### src/rtl/ahb_pkg.sv
// Shared AHB-Lite constants and load/store manager types, used by both
// manager and subordinate sides of the data bus.
package ahb_pkg;

  localparam logic [1:0] HTRANS_IDLE   = 2'b00;
  localparam logic [1:0] HTRANS_BUSY   = 2'b01;
  localparam logic [1:0] HTRANS_NONSEQ = 2'b10;
  localparam logic [1:0] HTRANS_SEQ    = 2'b11;

  localparam logic [2:0] HSIZE_BYTE = 3'b000;
  localparam logic [2:0] HSIZE_HALF = 3'b001;
  localparam logic [2:0] HSIZE_WORD = 3'b010;

  localparam logic [2:0] HBURST_SINGLE = 3'b000;
  localparam logic [3:0] HPROT_DATA    = 4'b0011;

  typedef enum logic [1:0] {
    IDLE,
    ADDR,
    DATA,
    ERRQ
  } lsu_mgr_state_t;

  // A request is legal when its size is supported and naturally aligned.
  function automatic logic lsu_req_legal(input logic [2:0] size, input logic [1:0] addr_lo);
    logic ok;
    case (size)
      HSIZE_BYTE: ok = 1'b1;
      HSIZE_HALF: ok = ~addr_lo[0];
      HSIZE_WORD: ok = (addr_lo == 2'b00);
      default:    ok = 1'b0;
    endcase
    return ok;
  endfunction

  // Replicate LSB-justified store data across every byte lane it could occupy.
  function automatic logic [31:0] lsu_lane_replicate(input logic [2:0] size, input logic [31:0] wdata);
    logic [31:0] r;
    case (size)
      HSIZE_BYTE: r = {4{wdata[7:0]}};
      HSIZE_HALF: r = {2{wdata[15:0]}};
      default:    r = wdata;
    endcase
    return r;
  endfunction

endpackage

### src/rtl/lsu_load_align.sv
// Load data lane select and sign/zero extension from a 32-bit bus word.
module lsu_load_align
  import ahb_pkg::*;
(
  input  logic [1:0]  addr_lo,
  input  logic [2:0]  size,
  input  logic        is_unsigned,
  input  logic [31:0] rdata,
  output logic [31:0] data
);

  logic [15:0] lane;

  always_comb begin
    lane = 16'(rdata >> {addr_lo, 3'b000});
    data = '0;
    case (size)
      HSIZE_BYTE: data = {{24{~is_unsigned & lane[7]}}, lane[7:0]};
      HSIZE_HALF: data = {{16{~is_unsigned & lane[15]}}, lane[15:0]};
      HSIZE_WORD: data = rdata;
      default:    data = '0;
    endcase
  end

endmodule

### src/rtl/ahb_lsu_manager.sv
// AHB-Lite manager for the LSU: one SINGLE transfer per request, one outstanding,
// registered bus outputs, aligned/extended load return with error status.
module ahb_lsu_manager
  import ahb_pkg::*;
#(
  parameter int unsigned ADDR_WIDTH = 12,
  parameter int unsigned DATA_WIDTH = 32
) (
  input  logic                  HCLK,
  input  logic                  HRESETn,
  input  logic                  lsu_req_i,
  input  logic                  lsu_we_i,
  input  logic [ADDR_WIDTH-1:0] lsu_addr_i,
  input  logic [2:0]            lsu_size_i,
  input  logic                  lsu_unsigned_i,
  input  logic [DATA_WIDTH-1:0] lsu_wdata_i,
  output logic                  lsu_ready_o,
  output logic                  lsu_rvalid_o,
  output logic [DATA_WIDTH-1:0] lsu_rdata_o,
  output logic                  lsu_err_o,
  output logic [ADDR_WIDTH-1:0] HADDR,
  output logic                  HWRITE,
  output logic [2:0]            HSIZE,
  output logic [2:0]            HBURST,
  output logic [3:0]            HPROT,
  output logic [1:0]            HTRANS,
  output logic                  HMASTLOCK,
  output logic [DATA_WIDTH-1:0] HWDATA,
  output logic                  resp_read,
  input  logic [DATA_WIDTH-1:0] HRDATA,
  input  logic                  HREADY,
  input  logic                  HRESP
);

  lsu_mgr_state_t state_q, state_d;

  logic                  accept;
  logic                  req_legal;
  logic                  uns_q, uns_d;
  logic [DATA_WIDTH-1:0] wdata_q, wdata_d;
  logic [DATA_WIDTH-1:0] load_data;

  logic [ADDR_WIDTH-1:0] haddr_d;
  logic                  hwrite_d;
  logic [2:0]            hsize_d;
  logic [1:0]            htrans_d;
  logic [DATA_WIDTH-1:0] hwdata_d;
  logic                  resp_read_d;
  logic                  rvalid_d;
  logic                  err_d;
  logic [DATA_WIDTH-1:0] rdata_d;

  assign HBURST    = HBURST_SINGLE;
  assign HPROT     = HPROT_DATA;
  assign HMASTLOCK = 1'b0;

  assign lsu_ready_o = (state_q == IDLE);
  assign accept      = lsu_req_i & lsu_ready_o;
  assign req_legal   = lsu_req_legal(lsu_size_i, lsu_addr_i[1:0]);

  // HADDR/HSIZE double as the captured request for the load return path.
  lsu_load_align u_load_align (
    .addr_lo     (HADDR[1:0]),
    .size        (HSIZE),
    .is_unsigned (uns_q),
    .rdata       (HRDATA),
    .data        (load_data)
  );

  always_ff @(posedge HCLK or negedge HRESETn) begin
    if (!HRESETn) begin
      state_q      <= IDLE;
      HADDR        <= '0;
      HWRITE       <= 1'b0;
      HSIZE        <= '0;
      HTRANS       <= HTRANS_IDLE;
      HWDATA       <= '0;
      resp_read    <= 1'b0;
      lsu_rvalid_o <= 1'b0;
      lsu_err_o    <= 1'b0;
      lsu_rdata_o  <= '0;
      uns_q        <= 1'b0;
      wdata_q      <= '0;
    end else begin
      state_q      <= state_d;
      HADDR        <= haddr_d;
      HWRITE       <= hwrite_d;
      HSIZE        <= hsize_d;
      HTRANS       <= htrans_d;
      HWDATA       <= hwdata_d;
      resp_read    <= resp_read_d;
      lsu_rvalid_o <= rvalid_d;
      lsu_err_o    <= err_d;
      lsu_rdata_o  <= rdata_d;
      uns_q        <= uns_d;
      wdata_q      <= wdata_d;
    end
  end

  always_comb begin
    state_d = state_q;
    case (state_q)
      IDLE: if (accept) state_d = req_legal ? ADDR : ERRQ;
      ADDR: if (HREADY) state_d = DATA;
      DATA: if (HREADY) state_d = IDLE;
      ERRQ: state_d = IDLE;
      default: state_d = IDLE;
    endcase
  end

  // Next values of the registered bus and LSU outputs.
  always_comb begin
    haddr_d     = HADDR;
    hwrite_d    = HWRITE;
    hsize_d     = HSIZE;
    htrans_d    = HTRANS;
    hwdata_d    = HWDATA;
    resp_read_d = resp_read;
    rvalid_d    = 1'b0;
    err_d       = 1'b0;
    rdata_d     = lsu_rdata_o;
    uns_d       = uns_q;
    wdata_d     = wdata_q;
    case (state_q)
      IDLE: begin
        if (accept) begin
          if (req_legal) begin
            haddr_d     = lsu_addr_i;
            hwrite_d    = lsu_we_i;
            hsize_d     = lsu_size_i;
            htrans_d    = HTRANS_NONSEQ;
            resp_read_d = ~lsu_we_i;
            uns_d       = lsu_unsigned_i;
            wdata_d     = lsu_wdata_i;
          end else begin
            rvalid_d = 1'b1;
            err_d    = 1'b1;
            rdata_d  = '0;
          end
        end
      end
      ADDR: begin
        if (HREADY) begin
          htrans_d    = HTRANS_IDLE;
          resp_read_d = 1'b0;
          hwdata_d    = lsu_lane_replicate(HSIZE, wdata_q);
        end
      end
      DATA: begin
        if (HREADY) begin
          rvalid_d = 1'b1;
          err_d    = HRESP;
          rdata_d  = HWRITE ? '0 : load_data;
        end
      end
      default: ;
    endcase
  end

endmodule

### config.mk
export PLATFORM = sky130hd
export DESIGN_NAME = ahb_lsu_manager
export DESIGN_NICKNAME = d
export VERILOG_FILES = /design/src/rtl/ahb_pkg.sv /design/src/rtl/lsu_load_align.sv /design/src/rtl/ahb_lsu_manager.sv
export SDC_FILE = /design/constraint.sdc
export NUM_CORES = 1
export LEC_CHECK = 0
export CAP_MARGIN = 30
export CORE_ASPECT_RATIO = 0.7
export CORE_MARGIN = 10
export CORE_UTILIZATION = 50
export DETAILED_ROUTE_END_ITERATION = 10
export PLACE_DENSITY = 0.92
export SYNTH_ARGS = -nofsm -noshare
export SYNTH_HDL_FRONTEND = slang
export SYNTH_SLANG_ARGS = --single-unit
### constraint.sdc
create_clock -name HCLK -period 2.9 [get_ports HCLK]
set_clock_uncertainty 0.05 [all_clocks]
set_input_delay 0.58 -clock HCLK [delete_from_list [all_inputs] [get_ports HCLK]]
set_output_delay 0.58 -clock HCLK [all_outputs]
set_load 0.05 [all_outputs]
Word-level counts from Yosys, hierarchy flattened:

Cells that the tools add are included.

* register bits after elaboration: 120
* input bits: 86
* logic and storage cells: 68

* equality and inequality tests: 12
* shift operators: 1
* mux-type cells: 26
* bitwise logic cells: 6
* reductions and logical operators: 11

Operator list (count)
* 32-bit two-way mux: 4
* 32-bit one-hot mux with 2 select lines: 2
* 32-bit one-hot mux with 3 select lines: 1
* 32-bit by 5-bit >> shifter with 16-bit output: 1
* 2-bit two-way mux: 6
* 2-bit one-hot mux with 4 select lines: 1
* 4-bit AND reduction: 2
* 1-bit two-way mux: 7
* 3-bit by 1-bit equality test with 1-bit output (second input constant): 2
* 3-bit by 2-bit equality test with 1-bit output (second input constant): 2
* 3-bit zero test: 2
* 2-bit != test (second input constant): 3
* 1-bit one-hot mux with 2 select lines: 3
* 3-bit AND reduction: 2
* 2-bit equality test (second input constant): 2
* 2-bit zero test: 2
* 2-bit by 1-bit != test with 1-bit output (second input constant): 2
* 2-bit one-hot mux with 2 select lines: 1
* 2-bit nonzero test: 2
* 1-bit AND: 3
* 1-bit inverter: 3
* 1-bit one-hot mux with 3 select lines: 1
* 2-bit by 1-bit equality test with 1-bit output (second input constant): 1
* 2-bit AND reduction: 1

Depth between registers and ports, before layout:

* depth after elaboration: 6
* depth in mapped cells: 7
* gate-level depth less buffers: 4

Cells and area by module:

Synthesis repeated with hierarchy kept, for this count alone.

* cell total of the unflattened synthesis: 546
* area total of the unflattened synthesis: 6084.6 um^2

Modules (own cells, without submodules)
* ahb_lsu_manager: times used 1, cells an instance 426, area each 5248.8 um^2, seq. area each 2977.9 um^2
* lsu_load_align: times used 1, cells an instance 120, area each 835.8 um^2, seq. area each 0.0 um^2

Worst setup path after synthesis:

No wires, ideal clock.

* path kind: register to register
* from: register state_q[1]
* to: register lsu_rdata_o[28]
* arrival: 2073 ps
* required time: 2724 ps
* setup slack: 651 ps
* stages on the path, launching flop included: 5
* path buffers: 1
* cell sequence: dfrtp_1 -> nor2_1 -> a311oi_2 -> buf_2 -> a221o_2

* longest elaborated chain between the ends: 4
* elaborated cells between the ends (all ways): 9

Ends and longest elaborated chain
* start, declared: RTL line ahb_lsu_manager.sv:35 `lsu_mgr_state_t state_q, state_d;`
* start signal, assigned: RTL line ahb_lsu_manager.sv:85 `state_q <= state_d;`
* 2-bit zero test (*): RTL line ahb_lsu_manager.sv:57 `assign lsu_ready_o = (state_q == IDLE);`
* via lsu_ready_o: RTL line ahb_lsu_manager.sv:17 `output logic lsu_ready_o,`
* 1-bit AND: RTL line ahb_lsu_manager.sv:58 `assign accept = lsu_req_i & lsu_ready_o;`
* 2-bit by 1-bit != test with 1-bit output (no source line)
* 4-bit AND reduction (no source line)
* end signal, assigned: RTL line ahb_lsu_manager.sv:94 `lsu_rdata_o <= rdata_d;`
* end, declared: RTL line ahb_lsu_manager.sv:19 `output logic [DATA_WIDTH-1:0] lsu_rdata_o,`

The timed path passes the listed nets; every way through them passes the cells marked *.
A chain may end at the register's enable or synchronous reset.

Final worst setup path:

* from: register state_q[1]
* to: output port lsu_ready_o

* longest elaborated chain between the ends: 1

Ends and longest elaborated chain (RTL line)
* 2-bit zero test: ahb_lsu_manager.sv:57
* end, declared: ahb_lsu_manager.sv:17

No other way between the ends.

==> qor.yml <==
die_y_um: 108.4
max_stage_delay_ns: 0.90
start_util_pct: 50.82
cts_tree: "built"
mappedNetlistArea_mm2: 0.005575
combPwrFrac_pct: 51.1
worst_pin_slew_ns: 0.7226
drt-total-wl_um: 16590
crit_required_ns: 2.27
cts_setup_buffers: 0
dieWidth_um: 146.2
fin_nets: 703
ios: 180
cp_top_family: "buffers and inverters"
cts_root_buf: "clkbuf_16"
synth_seq_cells: 119
finalHoldViolations: 0
dieArea_mm2: 0.01584
syn_inst: 441
antenna_found_initial: 0
vdd_drop_max_v: 0.0007419
drv_cap: 0
track_usage_pct: 20.73
grt_pass1_vias: 4676
antenna_cells: 0
cts_buffer_depth: 2
drc: 0
max_slew_margin_pct: 51.67
area_growth_pct: 44.57
syn_avg_cell_area_um2: 12.64
critPathBufInv: 1
r2r_cells: 4
cp_data_arrival_time_ns: 2.13
fp.coreArea_mm2: 0.01097
cts_sinks: 119
drv_slew: 0
vias: 4385
postPlaceCellArea_mm2: 0.007468
dp_slack_ns: 0.2224
synth_edf_count: 0
first_pass_iters: 5
clk_pin_slew_ns: 0.06
grt_overflow_total: 0
gp_congestion: 0.8429
grt_max_degree: 66
fmax_mhz: 362.3
fillers: 740
crit_path_end_kind: "primary output"
fin_total_pwr_mw: 10.33
placed_cells: 751
wl_per_cell_um: 21.19
r2r_start: "HSIZE[1]"
ant_nets: 0
switching_share_pct: 44.55
ys_types: 44
period_minus_slack_ns: 2.760
seqCellArea_mm2: 0.002978
clock_power_share_pct: 20.3
seqPwrFrac_pct: 28.6
layout.cells.non_filler: 783
final_cell_area_mm2: 0.008060
path_class: "flop to primary output"
worstSkewPairLatency_ns: 0.40
report.final.setup_viol: 0
critPathSlowestCell: "clkdlybuf4s50_1"
synth_ff_type: "dfrtp_1"
p_per_area_mw_per_mm2: 1281
finalCritPeriodShare_pct: 95.18
drive_above_1_share_pct: 22.22
intPower_mw: 5.727
hold_class: "input pin to asynchronous set/reset pin"
crit_fanout: 9
start_kind: "flop"
async_flop_share_pct: 100.0
io_buffers: 170
routed_via_density: 5.600
p_sw_mw: 4.601
r2r_end: "lsu_rdata_o[29]"
rows: 32
rsz0062_at_grt: "no"
grt_pass1_wl_um: 26280
cp_cell_sequence: "nor2_1 -> clkdlybuf4s50_1"
htree_num_levels: 4
layout_setup_ws_ns: 0.1398
multiInputGateArea_mm2: 0.002386
cts_resized: 0
synth_seq_area_share_pct: 53.41
yosysWarnings: 0
holdBufCountCts: 0
drtIter0Drc: 225
crit_cells: 2
r2r_slack_ns: 0.54
fin_setup_tns_ns: 0
status: "complete, no violations"
p_leak_nw: 3.587
numCtsBuffers: 17
detailed_place_hpwl_um: 12240
## power groups by stage
stage | Sequential, mW | Combinational [mW] | Clock (mW)
2_1_floorplan | 4.38 | 1.88 | 0
3_3_place_gp | 2.90 | 5.11 | 0
3_5_place_dp | 2.96 | 5.27 | 0
4_1_cts | 2.95 | 5.31 | 2.13
5_1_grt | 3.05 | 5.58 | 2.21
6_report | 2.96 | 5.28 | 2.09
## sequential cells by signal, indices dropped and copies added, names as in the netlist
| signal | flops |
|---|---|
| lsu_rdata_o | 32 |
| lsu_err_o | 1 |
| resp_read | 1 |
| lsu_rvalid_o | 1 |
| HADDR | 12 |
| HWRITE | 1 |
| state_q | 2 |
| HSIZE | 3 |
| wdata_q | 32 |
| HTRANS | 1 |
| HWDATA | 32 |
| uns_q | 1 |
## routing by layer
metal | vias to the layer above | wire (µm) | track usage (%)
li1 | 1964 | - | -
met1 | 2255 | 7205 | 26.66
met2 | 151 | 8163 | 33.42
met3 | 15 | 1056 | 6.553
met4 | 0 | 167 | 5.769
met5 | - | 0 | 0
## cell type report
class	instances	share of cell area (%)
sequential	119	36.95
multi-input combinational	286	29.60
timing repair buffer	192	23.69
clock buffer	17	5.278
tap	153	2.375
clock inverter	15	2.065
inverter	1	0.04657
## metrics by stage
stage / utilization (%) / hold slack [ns]
finish: 73.47 / 0.06389
global route: 73.47 / 0.07700
CTS: 73.47 / 0.05872
detailed placement: 68.08 / 0.4226
global placement: 67.94 / 0.4123
floorplan: - / 0.2344
## cells in the mapped netlist (2+ instances only)
library cell / instances / area (µm²)
a22o_1: 8 / 70.07
nand3_1: 9 / 45.04
buf_6: 7 / 78.83
a221o_1: 6 / 60.06
a32oi_1: 7 / 61.31
mux2_1: 3 / 33.78
nand3b_1: 3 / 22.52
buf_4: 11 / 82.58
nand2_1: 45 / 168.9
a21oi_1: 2 / 10.01
a22oi_1: 8 / 60.06
o21ai_0: 32 / 160.2
and3_1: 7 / 43.79
mux2_2: 62 / 698.2
a211o_1: 8 / 70.07
nor3_1: 2 / 10.01
mux4_2: 8 / 180.2
buf_2: 9 / 45.04
o2bb2ai_1: 8 / 70.07
buf_1: 3 / 11.26
dfrtp_1: 119 / 2978
conb_1: 2 / 7.510
clkbuf_1: 12 / 45.04
nor2b_1: 4 / 25.02
nor2_1: 3 / 11.26
and2_1: 10 / 62.56
a221o_2: 3 / 33.78
mux2i_1: 24 / 240.2
## cells in the final DEF, fill, tap and decap left out, types with 10 or more instances in the layout
cell             count
mux2i_1             24
clkbuf_16           17
nand2_1             45
and2_1              10
mux2_2              62
buf_4               19
dfrtp_1            119
o21ai_0             32
clkdlybuf4s50_1    169
## cell families (layout without fill, tap and decap cells)
logic type,Yosys count,count (layout),share of synthesized area (%)
and+or+nand+nor,90,90,8.528
buffers and inverters,43,225,4.780
DFF,119,119,53.41
muxes,97,97,20.67
AOI/OAI and AO/OA,90,90,12.48
other,2,9,0.1347
## worst max path at each step
| stage | start | slack, ns | to |
|---|---|---|---|
| after floorplan | state_q[1] | 0.65 | lsu_rdata_o[28] |
| after global placement | lsu_addr_i[0] | -0.002 | lsu_rdata_o[13] |
| after detailed placement | lsu_addr_i[0] | 0.22 | wdata_q[27] |
| after CTS | state_q[1] | 0.13 | lsu_ready_o |
| after global routing | state_q[1] | 0.07 | lsu_ready_o |
| final | state_q[1] | 0.14 | lsu_ready_o |
(Power assumes the default switching activity.)
